===== config.mk =====
export PLATFORM = sky130hd
export DESIGN_NAME = alu_share_arbiter
export DESIGN_NICKNAME = d
export VERILOG_FILES = /design/src/rtl/alu_pkg.sv /design/src/rtl/rr_arb2.sv /design/src/rtl/alu_share_arbiter.sv
export SDC_FILE = /design/constraint.sdc
export NUM_CORES = 1
export LEC_CHECK = 0
export BUFFER_PORTS_ARGS = -buffer_cell sky130_fd_sc_hd__buf_2
export CAP_MARGIN = 15
export CORE_ASPECT_RATIO = 1.1
export CORE_MARGIN = 3
export CORE_UTILIZATION = 45
export CTS_CLUSTER_DIAMETER = 200
export DETAILED_ROUTE_END_ITERATION = 6
export PLACE_DENSITY = 0.86
export SYNTH_ARGS = -nofsm -noshare
export SYNTH_HDL_FRONTEND = slang
export SYNTH_SLANG_ARGS = --single-unit

===== constraint.sdc =====
create_clock -name clk -period 1.7 [get_ports clk]
set_clock_uncertainty 0.2 [all_clocks]
set_input_delay 0.255 -clock clk [delete_from_list [all_inputs] [get_ports clk]]
set_output_delay 0.255 -clock clk [all_outputs]
set_load 0.01 [all_outputs]

===== src/rtl/alu_pkg.sv =====
// Shared ALU op codes and arbiter state encoding for the ALU-sharing datapath.
package alu_pkg;

  localparam int unsigned OP_W = 2;

  localparam logic [OP_W-1:0] OP_ADD = 2'b00;
  localparam logic [OP_W-1:0] OP_SUB = 2'b01;
  localparam logic [OP_W-1:0] OP_OR  = 2'b10;
  localparam logic [OP_W-1:0] OP_BAD = 2'b11;

  typedef enum logic [1:0] {
    S_IDLE = 2'd0,
    S_EXEC = 2'd1,
    S_RESP = 2'd2
  } state_t;

endpackage


===== src/rtl/rr_arb2.sv =====
// Two-way round-robin grant: a lone requester wins, a tie goes to the requester named by prio.
module rr_arb2 (
  input  logic       valid0,
  input  logic       valid1,
  input  logic       prio,
  output logic [1:0] grant
);

  always_comb begin
    grant = 2'b00;
    if (valid0 && (!valid1 || !prio)) begin
      grant[0] = 1'b1;
    end else if (valid1) begin
      grant[1] = 1'b1;
    end
  end

endmodule


===== src/rtl/alu_share_arbiter.sv =====
// Shares one external ALU between two requesters: capture one request, run it for one cycle,
// then hold the registered result on a valid/ready response tagged with the owner's id.
module alu_share_arbiter
  import alu_pkg::*;
#(
  parameter int unsigned WIDTH = 32
) (
  input  logic             clk,
  input  logic             reset,
  input  logic             req0_valid,
  output logic             req0_ready,
  input  logic [WIDTH-1:0] req0_a,
  input  logic [WIDTH-1:0] req0_b,
  input  logic [OP_W-1:0]  req0_op,
  input  logic             req1_valid,
  output logic             req1_ready,
  input  logic [WIDTH-1:0] req1_a,
  input  logic [WIDTH-1:0] req1_b,
  input  logic [OP_W-1:0]  req1_op,
  output logic [WIDTH-1:0] alu_a,
  output logic [WIDTH-1:0] alu_b,
  output logic [OP_W-1:0]  alu_op,
  input  logic [WIDTH-1:0] alu_result,
  output logic             rsp_valid,
  input  logic             rsp_ready,
  output logic             rsp_id,
  output logic [WIDTH-1:0] rsp_result,
  output logic             rsp_err
);

  state_t     state;
  logic       prio;
  logic       owner;
  logic [1:0] grant;
  logic       accept_c;

  rr_arb2 u_arb (
    .valid0 (req0_valid),
    .valid1 (req1_valid),
    .prio   (prio),
    .grant  (grant)
  );

  // Ready is only offered from IDLE and never while reset is being asserted.
  assign accept_c   = reset && (state == S_IDLE);
  assign req0_ready = accept_c && grant[0];
  assign req1_ready = accept_c && grant[1];

  assign rsp_valid  = (state == S_RESP);
  assign rsp_id     = owner;

  always_ff @(posedge clk) begin
    if (!reset) begin
      state      <= S_IDLE;
      prio       <= 1'b0;
      owner      <= 1'b0;
      alu_a      <= '0;
      alu_b      <= '0;
      alu_op     <= '0;
      rsp_result <= '0;
      rsp_err    <= 1'b0;
    end else begin
      case (state)
        S_IDLE: begin
          if (grant[0] || grant[1]) begin
            owner  <= grant[1];
            alu_a  <= grant[1] ? req1_a  : req0_a;
            alu_b  <= grant[1] ? req1_b  : req0_b;
            alu_op <= grant[1] ? req1_op : req0_op;
            state  <= S_EXEC;
          end
        end
        S_EXEC: begin
          // The unsupported op never trusts whatever the ALU produces.
          if (alu_op == OP_BAD) begin
            rsp_result <= '0;
            rsp_err    <= 1'b1;
          end else begin
            rsp_result <= alu_result;
            rsp_err    <= 1'b0;
          end
          state <= S_RESP;
        end
        S_RESP: begin
          if (rsp_ready) begin
            prio  <= ~owner;
            state <= S_IDLE;
          end
        end
        default: state <= S_IDLE;
      endcase
    end
  end

endmodule

# == After elaboration in Yosys (flattened, before gate mapping) ==
# Cells that the tools add are included.
# word_totals
out_inout_bits,103
elab_cells,37
ff_bits,103
input_bits,169
# op_classes
bitwise,1
n_mux,11
n_eq_ne,5
reduce_logical,12
# ops
op,n
$mux W32,3
$mux W2,3
$pmux W2 S3,1
$reduce_and A2 Y1,3
$eq A2 B2 Y1 const B,2
$logic_and A1 B1 Y1,4
$mux W1,4
$ne A2 B1 Y1 const B,2
$eq A2 B1 Y1 const B,1
$logic_not A1 Y1,2
$logic_not A2 Y1,1
$logic_or A1 B1 Y1,2
$not A1 Y1,1

# == Longest topological paths before layout ==
# depth
depth_word,7
mapped_depth,6
mapped_depth_nobuf,3

# == Modules after synthesis ==
# From an unflattened synthesis, not the netlist that was laid out.
# hier_totals
cells_unflattened,471
area_unflattened_um2,4608.2
# by_module_without_submodules
module,n_inst,area_each_um2,cells_per_inst,seq_area_each_um2
alu_share_arbiter,1,4589.4,468,2062.0
rr_arb2,1,18.8,3,0.0

# == Least setup slack after synthesis ==
# Ideal clock, no wire load.
# synth_path
path_kind,input to output
startpoint,input req1_valid
endpoint,output req0_ready
n_path_buf,4
arrival_time_ns,1.209
required_ns,1.245
path_slack_ns,0.036
path_stages,5
cell_sequence,buf_4 -> buf_6 -> buf_2 -> buf_2 -> a211oi_1
# synth_via
elab_chain_cells,5
# synth_rtl
item,line_no,source
start: declaration,alu_share_arbiter.sv:15,"input logic req1_valid,"
$logic_not A1 Y1,rr_arb2.sv:11,if (valid0 && (!valid1 || !prio)) begin
$logic_or A1 B1 Y1,rr_arb2.sv:11,
$logic_and A1 B1 Y1,rr_arb2.sv:11,
$mux W1,rr_arb2.sv:11,
$logic_and A1 B1 Y1,alu_share_arbiter.sv:46,assign req0_ready = accept_c && grant[0];
end: declaration,alu_share_arbiter.sv:11,"output logic req0_ready,"
# No other way between the ends.

# == Final worst setup path ==
# layout_path
startpoint,register prio
endpoint,output req1_ready
# layout_via
elab_chain_cells,5
# layout_rtl
item,line_no,source
start: declaration,alu_share_arbiter.sv:32,logic prio;
start signal: assignment,alu_share_arbiter.sv:86,prio <= ~owner;
$logic_not A1 Y1,rr_arb2.sv:11,
$logic_or A1 B1 Y1,rr_arb2.sv:11,
$logic_and A1 B1 Y1,rr_arb2.sv:11,
$mux W1,rr_arb2.sv:11,
$logic_and A1 B1 Y1,alu_share_arbiter.sv:47,assign req1_ready = accept_c && grant[1];
end: declaration,alu_share_arbiter.sv:16,"output logic req1_ready,"
# No other way between the ends.

==> metrics <==
most used routing layer in global routing=met2; Antenna Violating Nets Remaining=0; final period utilization=101.5%; kind of critical path=register to output port; Endpoint, Worst Hold=alu_a[11]; number of inserted diodes=0; final standard cell count with taps included and fillers excluded=983; simple-gate area share of the yosys netlist=between 10% and 20%; number of top-level pins=272; final wirelength=between 15000 and 20000 um; relative contribution of sequential cells to total power=between 40 and 50%; time the worst path needs with I/O delays and setup=1.726 ns; net switching share of the total power=~29%; largest net degree at the start of global routing=62; routing usage on met3=6.345%; count of synthesis-stage warnings from yosys=0; number of sinks on the clock net=103; weighted congestion reported at the end of routability-driven placement=between 0.8 and 0.9; top_reg_cell synth=sky130_fd_sc_hd__dfxtp_1; run status=finished, violations left; Post-route DRC=0; worst slew slack as a fraction of its limit=between 60 and 70%; core region area=10490 um2; GRT Overall Usage=26.58%; required time of the critical path=1.24 ns; unrepaired setup endpoints after global routing=true; gate count of the mapped netlist=557; number of synthesized flops with an enable pin=0; Port Buffer Count=271; final setup violation count=2; clock tree from TritonCTS=built; instance area at placement=~6400 um2; via count=between 5000 and 6000; drt first pass iters=4; Gate power share=approximately a quarter; post-synthesis area per instance=a little under 9 um2; root buffer cell=sky130_fd_sc_hd__clkbuf_16; fraction of final layout cells with drive strength greater than 1=around 39%; register area share after synthesis=between 40% and 50%; clock share of power=between 30% and 40%; clock slew at the register clock pins of the worst setup and hold paths=about 0.070 ns; Skew-Pair Late Insertion Delay=0.34 ns; logic depth of the worst register-to-register path=5; H-tree depth reported by CTS=3; max-cap violation count=0; Hold Path Class=input port to register; Congestion Overflow GR=0; routed len/inst=about 17 um; dominant cells by area after synthesis=sky130_fd_sc_hd__dfxtp_1 42%, sky130_fd_sc_hd__a21boi_0 11%, sky130_fd_sc_hd__o311a_1 7.2%; areal power density over the cells=a little over 900 nW/um2; TritonCTS Buffers=9; fraction of the mapped netlist area in compound gates=between 30% and 40%; number of global-route vias before repair=5259; total nets after synthesis=a little over 700; standard-cell row count=39; setup slack, reg-to-reg=approximately 0.090 ns; slew at the pin closest to its max-slew limit=roughly 0.46 ns; Hold Slack=around 0.0081 ns; async set-or-reset flop fraction in the synthesized netlist=0%; critical path startpoint category=register; post-synthesis cell type with the largest combined area=sky130_fd_sc_hd__dfxtp_1; effective utilization at floorplan=46.45%; Crit Reg-Reg Endpoint=alu_a[4]; Non-Filler Cell Area, Final=7112 um2; Post-Synth Adder-Cell Area=0%; top-count cell post-synth=sky130_fd_sc_hd__dfxtp_1; Distinct cells, synth=28; vias per inst=around 5.6; multiplexer fraction of the synthesized cell area=0%; Max Clk Rate=about 0.58 GHz; Vert. Die Dim=between 100 and 150 um; number of antenna violations at the first check in global routing=0; violated checks=setup timing; flops & latches, synth=a little over 100; area share of the largest cell type after synthesis=around 42%; startpoint of the worst register-to-register path=prio; Worst VDD drop=around 0.46 mV; leakage power total=between 3 and 4 nW; final standard cell utilization of the core=a little under 70%; area growth from synthesis to final layout=45.93%; Netlist Area Pre-Place=between 4000 and 5000 um2; CTS max path bufs=2; met1 global-route usage=32.42%; Hold Path Depth=3; final count of pins violating max slew=0; xor/xnor cell area share of the yosys netlist=0%; worst slack at placement=just under 0.1 ns; Initial DRC Count=420; top cells by count, synth=103 x sky130_fd_sc_hd__dfxtp_1, 69 x sky130_fd_sc_hd__a21boi_0, 65 x sky130_fd_sc_hd__nand2_1, 64 x sky130_fd_sc_hd__nand3_1; first-pass GRT wire length=around 26000 um; x dimension of the die=105.2 um; Critical Path Sink Type=output port; final hold violation count=0; Internal=about 0.0047 W; fraction of met2 tracks used by global routing=about 45%; largest family of logic cells by synthesized area=compound AO/OA/AOI/OAI gates; final setup slack of the worst path=-0.02582 ns; Worst Min Path Start=req0_a[11]; crit path DAT=roughly 1.3 ns; die outline area=12120 um2; net switching power=0.001912 W; maximum fanout encountered on the critical timing path=3; Cells after DPL=around 930; number of nets in the final layout=approximately 1000; half-perimeter wire length of the detailed placement result=around 11000 um
## power by group through the flow
stage	logic [W]	clock network, W	registers, W
finish	0.00170	0.00205	0.00283
detailed placement	0.00160	0	0.00288
floorplan	0.000759	0	0.00300
global placement	0.00159	0	0.00287
global route	0.00185	0.00218	0.00286
CTS	0.00168	0.00208	0.00283
## critical path: stages, from the launching register on
cell and delay, ns:
sky130_fd_sc_hd__dfxtp_4 0.35, sky130_fd_sc_hd__and2b_2 0.24, sky130_fd_sc_hd__nor3_4 0.18, sky130_fd_sc_hd__buf_2 0.16
## state kept, by name, summed over array words and instances (netlist names)
signal / count
alu_a: 32
state: 2
alu_b: 32
rsp_result: 32
prio: 1
rsp_err: 1
rsp_id: 1
alu_op: 2
## how the worst max path moves through the flow
| stage | depth (start not counted) | from | slack [ns] | to |
|---|---|---|---|---|
| 5_1_grt | 4 | state[0] | -0.09 | req0_ready |
| 2_1_floorplan | 5 | req1_valid | 0.04 | req0_ready |
| 3_5_place_dp | 6 | req0_valid | 0.1 | alu_b[10] |
| 4_1_cts | 4 | prio | -0.04 | req1_ready |
| 3_3_place_gp | 4 | req1_valid | 0.11 | req1_ready |
| 6_report | 3 | prio | -0.03 | req1_ready |
## metrics by stage
step	total power [W]	setup TNS, ns
detailed placement	0.004483	0
CTS	0.006590	-0.05152
floorplan	0.003757	0
global placement	0.004456	0
finish	0.006575	-0.04271
global route	0.006899	-0.1687
## final cells by class
type                            instances  area (um2)
Tap cell                              143       178.9
Timing Repair Buffer                  335        2064
Inverter                                3       11.26
Clock buffer                           10       239.0
Sequential cell                       103        2068
Clock inverter                          4       47.55
Fill cell                             866        3379
Multi-Input combinational cell        385        2502
## per-layer routing
metal  wire [um]  share of wire (%)
met5           0                  0
met4         493                2.9
met3        1323                7.8
met2        8350                 49
met1        6787                 40
## placed cells by master (no fill, tap or decap), types with 2 or more instances in the layout
cell	n
sky130_fd_sc_hd__buf_2	271
sky130_fd_sc_hd__dfxtp_1	100
sky130_fd_sc_hd__a21boi_0	69
sky130_fd_sc_hd__nand2_1	64
sky130_fd_sc_hd__nand3_1	64
sky130_fd_sc_hd__dlygate4sd3_1	36
sky130_fd_sc_hd__and3_1	35
sky130_fd_sc_hd__o21bai_1	35
sky130_fd_sc_hd__o311a_1	35
sky130_fd_sc_hd__o21ai_0	33
sky130_fd_sc_hd__a32oi_1	31
sky130_fd_sc_hd__buf_4	17
sky130_fd_sc_hd__buf_12	11
sky130_fd_sc_hd__clkbuf_16	9
sky130_fd_sc_hd__inv_1	3
sky130_fd_sc_hd__nor2b_1	2
sky130_fd_sc_hd__nor2_2	2
sky130_fd_sc_hd__o21a_1	2
sky130_fd_sc_hd__clkinv_2	2
sky130_fd_sc_hd__dfxtp_2	2
## repair_timing
action                     4_1_cts  5_1_grt
hold buffers                    36        0
buffers inserted                 2        1
resized for setup                9        2
hold endpoints to repair        36        0
setup endpoints to repair        2        3
pin swaps                        2        1
## cell families (layout without fill, tap and decap cells)
family          count (synthesis)  after routing
compound gates                208            208
simple gates                  177            177
flops                         103            103
buf+inv                        69            352
(Power assumes the default switching activity.)
